### config.mk
export PLATFORM = sky130hd
export DESIGN_NAME = des_key_schedule
export DESIGN_NICKNAME = d
export VERILOG_FILES = /design/src/rtl/des_pkg.sv /design/src/rtl/des_pc2.sv /design/src/rtl/des_key_schedule.sv
export SDC_FILE = /design/constraint.sdc
export NUM_CORES = 1
export LEC_CHECK = 0
export CELL_PAD_IN_SITES_DETAIL_PLACEMENT = 1
export CELL_PAD_IN_SITES_GLOBAL_PLACEMENT = 2
export CORE_MARGIN = 2
export CORE_UTILIZATION = 33
export CTS_BUF_LIST = sky130_fd_sc_hd__clkbuf_4
export CTS_CLUSTER_DIAMETER = 80
export DETAILED_ROUTE_END_ITERATION = 10
export PLACE_DENSITY_LB_ADDON = 0.1
export SKIP_LAST_GASP = 1
export SLEW_MARGIN = 15
export SYNTH_ARGS = -nofsm -noshare
export SYNTH_HDL_FRONTEND = slang
export SYNTH_SLANG_ARGS = --single-unit
### constraint.sdc
create_clock -name i_clk -period 2.9 [get_ports i_clk]
set_input_delay 0.29 -clock i_clk [delete_from_list [all_inputs] [get_ports i_clk]]
set_output_delay 0.29 -clock i_clk [all_outputs]
set_load 0.005 [all_outputs]
### src/rtl/des_pkg.sv
// Shared DES constants: key-schedule state encoding, shift schedule and PC-1/PC-2 tables.
// Table entries are DES bit numbers (1 = MSB of the source vector).
package des_pkg;

  typedef enum logic [0:0] {
    StIdle,
    StActive
  } ks_state_e;

  localparam int unsigned Pc1Table [56] = '{
    57, 49, 41, 33, 25, 17,  9,  1, 58, 50, 42, 34, 26, 18,
    10,  2, 59, 51, 43, 35, 27, 19, 11,  3, 60, 52, 44, 36,
    63, 55, 47, 39, 31, 23, 15,  7, 62, 54, 46, 38, 30, 22,
    14,  6, 61, 53, 45, 37, 29, 21, 13,  5, 28, 20, 12,  4
  };

  localparam int unsigned Pc2Table [48] = '{
    14, 17, 11, 24,  1,  5,  3, 28, 15,  6, 21, 10,
    23, 19, 12,  4, 26,  8, 16,  7, 27, 20, 13,  2,
    41, 52, 31, 37, 47, 55, 30, 40, 51, 45, 33, 48,
    44, 49, 39, 56, 34, 53, 46, 42, 50, 36, 29, 32
  };

  // Index r-1 holds the left-rotation amount for round r.
  localparam logic [1:0] ShiftSched [16] = '{
    2'd1, 2'd1, 2'd2, 2'd2, 2'd2, 2'd2, 2'd2, 2'd2,
    2'd1, 2'd2, 2'd2, 2'd2, 2'd2, 2'd2, 2'd2, 2'd1
  };

  function automatic logic [27:0] rotl28(input logic [27:0] x, input logic [1:0] s);
    unique case (s)
      2'd1:    rotl28 = {x[26:0], x[27]};
      2'd2:    rotl28 = {x[25:0], x[27:26]};
      default: rotl28 = x;
    endcase
  endfunction

  function automatic logic [27:0] rotr28(input logic [27:0] x, input logic [1:0] s);
    unique case (s)
      2'd1:    rotr28 = {x[0], x[27:1]};
      2'd2:    rotr28 = {x[1:0], x[27:2]};
      default: rotr28 = x;
    endcase
  endfunction

endpackage

### src/rtl/des_pc2.sv
// DES permuted choice 2: combinational 56-bit C||D to 48-bit round subkey.
module des_pc2
  import des_pkg::*;
(
  input  logic [55:0] i_cd,
  output logic [47:0] o_subkey
);

  always_comb begin
    o_subkey = '0;
    for (int i = 0; i < 48; i++) begin
      o_subkey[6'(47 - i)] = i_cd[6'(56 - Pc2Table[i])];
    end
  end

endmodule

### src/rtl/des_key_schedule.sv
// Iterative DES key scheduler: one subkey per step, encrypt (K1..K16) or decrypt (K16..K1) order.
module des_key_schedule
  import des_pkg::*;
(
  input  logic        i_clk,
  input  logic        i_rst,
  input  logic [63:0] i_key,
  input  logic        i_load,
  input  logic        i_decrypt,
  input  logic        i_next,
  output logic [47:0] o_subkey,
  output logic [3:0]  o_round,
  output logic        o_valid,
  output logic        o_done
);

  ks_state_e   state_q, state_d;
  logic [27:0] c_q, c_d, d_q, d_d;
  logic [3:0]  cnt_q, cnt_d;
  logic        dir_q, dir_d;
  logic        done_q, done_d;

  logic [55:0] pc1_cd;
  logic [47:0] pc2_out;
  logic [1:0]  enc_shift, dec_shift;

  // Parity bits are never selected by PC-1, so they drop out here.
  always_comb begin
    pc1_cd = '0;
    for (int i = 0; i < 56; i++) begin
      pc1_cd[6'(55 - i)] = i_key[6'(64 - Pc1Table[i])];
    end
  end

  // Encrypt moves from round n+1 to n+2; decrypt undoes the shift of round 16-n.
  assign enc_shift = ShiftSched[cnt_q + 4'd1];
  assign dec_shift = ShiftSched[4'd15 - cnt_q];

  always_comb begin
    state_d = state_q;
    c_d     = c_q;
    d_d     = d_q;
    cnt_d   = cnt_q;
    dir_d   = dir_q;
    done_d  = 1'b0;
    if (i_load) begin
      state_d = StActive;
      dir_d   = i_decrypt;
      cnt_d   = 4'd0;
      // C16/D16 equal C0/D0, so decrypt starts from the unrotated halves.
      c_d     = i_decrypt ? pc1_cd[55:28] : rotl28(pc1_cd[55:28], 2'd1);
      d_d     = i_decrypt ? pc1_cd[27:0]  : rotl28(pc1_cd[27:0], 2'd1);
    end else if (i_next && (state_q == StActive)) begin
      if (cnt_q == 4'd15) begin
        state_d = StIdle;
        cnt_d   = 4'd0;
        done_d  = 1'b1;
      end else begin
        cnt_d = cnt_q + 4'd1;
        c_d   = dir_q ? rotr28(c_q, dec_shift) : rotl28(c_q, enc_shift);
        d_d   = dir_q ? rotr28(d_q, dec_shift) : rotl28(d_q, enc_shift);
      end
    end
  end

  always_ff @(posedge i_clk or posedge i_rst) begin
    if (i_rst) begin
      state_q <= StIdle;
      c_q     <= '0;
      d_q     <= '0;
      cnt_q   <= '0;
      dir_q   <= 1'b0;
      done_q  <= 1'b0;
    end else begin
      state_q <= state_d;
      c_q     <= c_d;
      d_q     <= d_d;
      cnt_q   <= cnt_d;
      dir_q   <= dir_d;
      done_q  <= done_d;
    end
  end

  des_pc2 u_pc2 (
    .i_cd     ({c_q, d_q}),
    .o_subkey (pc2_out)
  );

  assign o_valid  = (state_q == StActive);
  assign o_subkey = o_valid ? pc2_out : '0;
  assign o_round  = o_valid ? cnt_q : 4'd0;
  assign o_done   = done_q;

endmodule

# Word-level counts from Yosys, hierarchy flattened
# Memory sizes are Yosys's and may differ from the RTL's.
# Cells that the tools add are included.
# W data, S select, Z words.
[classes]
n_mux = 29
reduce_logical = 6
add_sub_neg = 2
magnitude_cmp = 2
bitwise = 2
n_eq_ne = 7
[ops]
columns = ["op", "count"]
rows = [
  ["$mux W28", 9],
  ["$pmux W28 S2", 4],
  ["$mux W32", 1],
  ["$mux W4", 4],
  ["$ge A5 B5 Y1 const B", 2],
  ["$not A4 Y5", 2],
  ["$mux W2", 4],
  ["$mux W1", 6],
  ["$mux W5", 1],
  ["$add A4 B1 Y4 const B", 1],
  ["$eq A2 B1 Y1 const B", 2],
  ["$eq A2 B2 Y1 const B", 2],
  ["$eq A4 B4 Y1 const B", 1],
  ["$ne A4 B2 Y1 const B", 1],
  ["$reduce_and A4 Y1", 1],
  ["$reduce_bool A2 Y1", 2],
  ["$reduce_bool A4 Y1", 1],
  ["$sub A4 B4 Y4 const A", 1],
  ["$ne A2 B2 Y1 const B", 1],
  ["$reduce_and A2 Y1", 1],
  ["$logic_and A1 B1 Y1", 1],
]
[word_totals]
mem_bits_ro = 64
regBits = 63
memories = 2
[memory_table]
columns = ["name", "depth", "width", "rd", "rd_ports_with_merged_regs", "write_ports", "line", "text"]
rows = [
  ["(no name shown)", 16, 2, 1, 0, 0, "des_key_schedule.sv:37", "assign dec_shift = ShiftSched[4'd15 - cnt_q];"],
  ["(no name shown)", 16, 2, 1, 0, 0, "des_key_schedule.sv:36", "assign enc_shift = ShiftSched[cnt_q + 4'd1];"],
]

# Logic depth before layout (Yosys ltp)
[logic_depth]
word_depth = 11
depth_mapped = 11
depth_no_buf = 9

# By module
# Synthesis repeated with hierarchy kept, for this count alone.
[unflattened]
hier_cells = 621
area_unflattened_um2 = 5660.4
[by_module_without_submodules]
columns = ["module", "seq_area_each_um2", "area_per_inst_um2", "n_inst", "cells_per_inst"]
rows = [
  ["des_key_schedule", 1576.5, 5296.3, 1, 572],
  ["des_pc2", 0.0, 364.1, 1, 49],
]

# Least setup slack after synthesis
# Ideal clock, no wire load.
[synth_path]
kind = "register to register"
startpoint = "register cnt_q[1]"
endpoint = "register c_q[1]"
period_less_slack_ns = 2.673
path_buffers = 1
setup_time_ns = 0.125
setup_slack_ns = 0.227
stages_incl_launch_ff = 11
arrival_time_ns = 2.547
required_ns = 2.775
cell_sequence = "dfrtp_1 -> inv_1 -> ha_1 -> or2b_1 -> a21oi_1 -> o31ai_1 -> ha_1 -> mux2i_4 -> nand4b_4 -> buf_6 -> mux2_4"
[synth_via]
elab_chain_cells = 11
elab_cells_between_ends = 25
classes_between = "2 x add/sub; 7 x eq/ne; 10 x mux; 2 x bitwise; 2 x reduce/logical; 2 x memory"
[synth_lines]
columns = ["element", "line", "text"]
rows = [
  ["from (decl)", "des_key_schedule.sv:19", "logic [3:0] cnt_q, cnt_d;"],
  ["from (signal assigned)", "des_key_schedule.sv:78", "cnt_q <= cnt_d;"],
  ["$add A4 B1 Y4 or $sub A4 B4 Y4 (tied branches)", "des_key_schedule.sv:36, des_key_schedule.sv:37", ""],
  ["$not A4 Y5 (on tied branches)", "des_key_schedule.sv:36, des_key_schedule.sv:37", ""],
  ["$mem_v2 Z16 W2 (on tied branches)", "--", ""],
  ["$mux W2 (on tied branches) (2 in a row)", "des_key_schedule.sv:36, des_key_schedule.sv:37", ""],
  ["$eq A2 B2 Y1, or another cell as far along", "des_pkg.sv:31", "unique case (s)"],
  ["$pmux W28 S2 (on tied branches)", "des_pkg.sv:31, des_pkg.sv:39", ""],
  ["$mux W28", "des_key_schedule.sv:60", "c_d = dir_q ? rotr28(c_q, dec_shift) : rotl28(c_q, enc_shift);"],
  ["$mux W28", "des_key_schedule.sv:54", "if (cnt_q == 4'd15) begin"],
  ["$mux W28", "des_key_schedule.sv:53", "end else if (i_next && (state_q == StActive)) begin"],
  ["$mux W28", "des_key_schedule.sv:46", "if (i_load) begin"],
  ["to (signal assigned)", "des_key_schedule.sv:69", "c_q <= '0;"],
  ["to (signal assigned)", "des_key_schedule.sv:76", "c_q <= c_d;"],
  ["to (decl)", "des_key_schedule.sv:18", "logic [27:0] c_q, c_d, d_q, d_d;"],
]
# Several ways; a longest one is shown, not always the timed one. The select of a mux whose other input is x is not followed.
# A chain may end at the register's enable or synchronous reset.

# Worst setup path after layout
[layout_path]
startpoint = "register cnt_q[0]"
endpoint = "register d_q[10]"
[layout_via]
elab_chain_cells = 11
elab_cells_between_ends = 25
classes_between = "2 x add/sub; 7 x eq/ne; 10 x mux; 2 x bitwise; 2 x reduce/logical; 2 x memory"
[layout_lines]
columns = ["element", "line", "text"]
rows = [
  ["$add A4 B1 Y4 or $sub A4 B4 Y4 (tied branches)", "des_key_schedule.sv:36, des_key_schedule.sv:37", ""],
  ["$not A4 Y5 (on tied branches)", "des_key_schedule.sv:36, des_key_schedule.sv:37", ""],
  ["$mem_v2 Z16 W2 (on tied branches)", "--", ""],
  ["$mux W2 (on tied branches) (2 in a row)", "des_key_schedule.sv:36, des_key_schedule.sv:37", ""],
  ["$eq A2 B2 Y1, or another cell as far along", "des_pkg.sv:31", ""],
  ["$pmux W28 S2 (on tied branches)", "des_pkg.sv:31, des_pkg.sv:39", ""],
  ["$mux W28", "des_key_schedule.sv:61", "d_d = dir_q ? rotr28(d_q, dec_shift) : rotl28(d_q, enc_shift);"],
  ["$mux W28", "des_key_schedule.sv:54", ""],
  ["$mux W28", "des_key_schedule.sv:53", ""],
  ["$mux W28", "des_key_schedule.sv:46", ""],
  ["to (signal assigned)", "des_key_schedule.sv:70", "d_q <= '0;"],
  ["to (signal assigned)", "des_key_schedule.sv:77", "d_q <= d_d;"],
  ["to (decl)", "des_key_schedule.sv:18", ""],
]
# Several ways; a longest one is shown, not always the timed one. The select of a mux whose other input is x is not followed.

==> metrics.yaml <==
areaGrowthSynthToFinish_pct: 23.5
nets: 673
cts.clk_slew.worst_paths_ns: 0.12
startpoint_type: "flop"
p_comb_share_pct: 38.0
grt_pass1_wl_mm: 24.4
grt_pass1_vias: 4595
num_io_pins: 123
status: "completed"
die_h_um: 133
crit_path_max_fanout: 8
drive_above_1_share_pct: 18.3
root_buffer: "clkbuf_4"
p_leak_nw: 2.74
wire_per_inst_um: 18.5
hold_slack_ns: 0.221
r2r_setup_slack_ns: 0.09
core_area_mm2: 0.0165
grt_max_degree: 51
routed_wl_mm: 15.2
synth_cell_types: 35
cp.arrival_ns: 3.16
syn_area_mm2: 0.00551
gp_congestion: 0.764
dp_hpwl_mm: 9.76
p_switching_mw: 1.12
clock_latency_ns: 0.46
min_path_type: "input port to async pin"
maxCapViolCount: 0
slew_headroom_pct: 58.7
worst_pin_slew_ns: 0.619
die_x_um: 133
switching_share_pct: 33.2
rows: 47
initial_core_util_pct: 33.5
viasPerCell: 5.11
num_vias: 4201
clkPwrFrac_pct: 26.8
synth_area_per_cell_um2: 10.3
finalHoldViolCount: 0
antenna_found_initial: 1
port_buffers: 74
crit_required_ns: 3.24
seq_power_share_pct: 35.3
drtPass1Iterations: 4
numCtsBuffers: 9
synth_cells: 536
setup_violations: 0
drtIter0Drc: 134
fin_skew_ns: 0.0138
worstReg2RegStart: "cnt_q[0]"
ant_nets: 0
cts_hold_buf: 0
cts.sink_count: 63
power_mw: 3.38
grt_util_all_layers_pct: 17.1
ys_seq_elements: 63
crit_type: "flop to flop"
post-route-drc-count: 0
yosysWarnings: 0
ff2ff_path_depth: 10
die_area_mm2: 0.0177
intPower_mw: 2.26
setup_tns_ns: 0
ys_seq_area_share_pct: 28.6
p_per_area_mw_per_mm2: 497
endpoint_kind: "flop"
fin_crit_sh_pct: 96.9
tritoncts: "done"
vdd_drop_max_uv: 187
htreeDepth: 3
clockBufferDepth: 2
timing.rr.end: "d_q[10]"
min_period_ns: 2.81
overflow: 0
drv_slew: 0
clock.fmax_ghz: 0.356
-- area by class of cell --
type	count	area, µm²
Timing Repair Buffer	95	1030
Sequential cell	63	1580
Tap cell	220	275
Fill cell	1824	9660
Clock buffer	9	67.6
Clock inverter	7	135
Antenna cell	1	2.50
Inverter	5	18.8
Multi-Input combinational cell	422	3700
-- power groups by stage --
stage	combinational [mW]	sequential, mW	clock (mW)
floorplan	0.878	1.13	0
global placement	1.23	1.21	0
detailed placement	1.25	1.21	0
CTS	1.26	1.20	0.933
global route	1.40	1.22	0.973
finish	1.28	1.19	0.905
-- worst max-delay path, stage by stage (launching register included) --
cell,delay [ns]
dfrtp_1,0.44
buf_4,0.15
ha_1,0.19
or2b_4,0.23
a21oi_4,0.08
o31ai_4,0.29
ha_2,0.34
mux2i_4,0.22
nand4b_4,0.22
clkbuf_16,0.25
mux2_4,0.29
-- cell usage in the layout, fill, tap and decap left out, types with 4 or more instances in the layout --
cell type and n:
mux2i_1 178, clkdlybuf4s50_1 72, dfrtp_1 62, and2_1 37
a21oi_1 35, nor2_1 34, mux2_4 29, mux2_2 26
o22ai_1 23, conb_1 16, buf_4 10, clkbuf_4 9
buf_12 8, nand2_1 6, nand3_1 5, ha_1 5
bufinv_16 4
-- synthesized netlist by cell type, drive strengths merged --
library cell	count	area [µm²]
a21oi	37	185
o31ai	3	22.5
nand2b	2	12.5
inv	5	18.8
a31oi	4	40.0
nand3b	1	7.51
or2b	1	7.51
a21o	1	7.51
nor2	34	128
ha	8	100
nand4	1	6.26
buf	51	324
nor2b	1	6.26
nand4b	1	23.8
or2	1	6.26
clkbuf	10	37.5
conb	1	3.75
mux2	56	739
nor3	1	5.00
and2	37	231
o21ai	2	10.0
dfrtp	63	1580
nand3	5	25.0
mux2i	179	1800
o22ai	23	144
or3	1	6.26
nand2	6	22.5
xnor2	1	8.76
-- what timing repair did --
action                                  CTS  global route
gates resized for setup                   2            13
pin swaps                                 0             1
buffers inserted                          0             1
endpoints found under the setup margin    1            56
gates cloned                              0             3
-- kinds of logic (layout without fill, tap and decap cells) --
logic type,count (synthesis),in the layout,synth area share (%)
buffers and inverters,66,116,6.90
XOR/XNOR,1,1,0.159
multiplexers,235,235,46.2
flip-flops,63,63,28.6
adder cells (fa/ha/maj),8,8,1.82
AO/OA/AOI/OAI,70,70,7.43
other,1,17,0.0681
AND/OR/NAND/NOR,92,92,8.86
-- layer usage --
metal  global-route usage, %  vias up  wire [µm]
li1                        -     2028          -
met1                    21.4     2083       6860
met2                    30.0       65       7680
met3                    2.32       25        327
met4                    6.74        0        326
met5                       0        -          0
-- metrics by stage --
stage | setup slack, ns | instances | util [%] | instance area [µm²]
4_1_cts | 0.0269 | 817 | 40.4 | 6660
2_1_floorplan | 0.227 | 551 | - | 5570
6_report | 0.0891 | 822 | 41.3 | 6810
5_1_grt | -0.0255 | 822 | 41.3 | 6810
3_3_place_gp | 0.0867 | 801 | 39.1 | 6440
3_5_place_dp | 0.0230 | 801 | 39.1 | 6440
-- worst max-delay path by stage --
stage,start,depth (start not counted),end
after floorplan,cnt_q[1],10,c_q[1]
final,cnt_q[0],10,d_q[10]
after detailed placement,cnt_q[0],10,d_q[19]
after global placement,cnt_q[0],10,d_q[20]
after CTS,cnt_q[0],10,d_q[9]
after global routing,cnt_q[0],10,d_q[6]
-- state kept, by name, indices dropped and copies added, names as in the netlist --
signal / flops
o_done: 1
o_valid: 1
d_q: 28
cnt_q: 4
dir_q: 1
c_q: 28
Power figures use the tool's default switching activity.
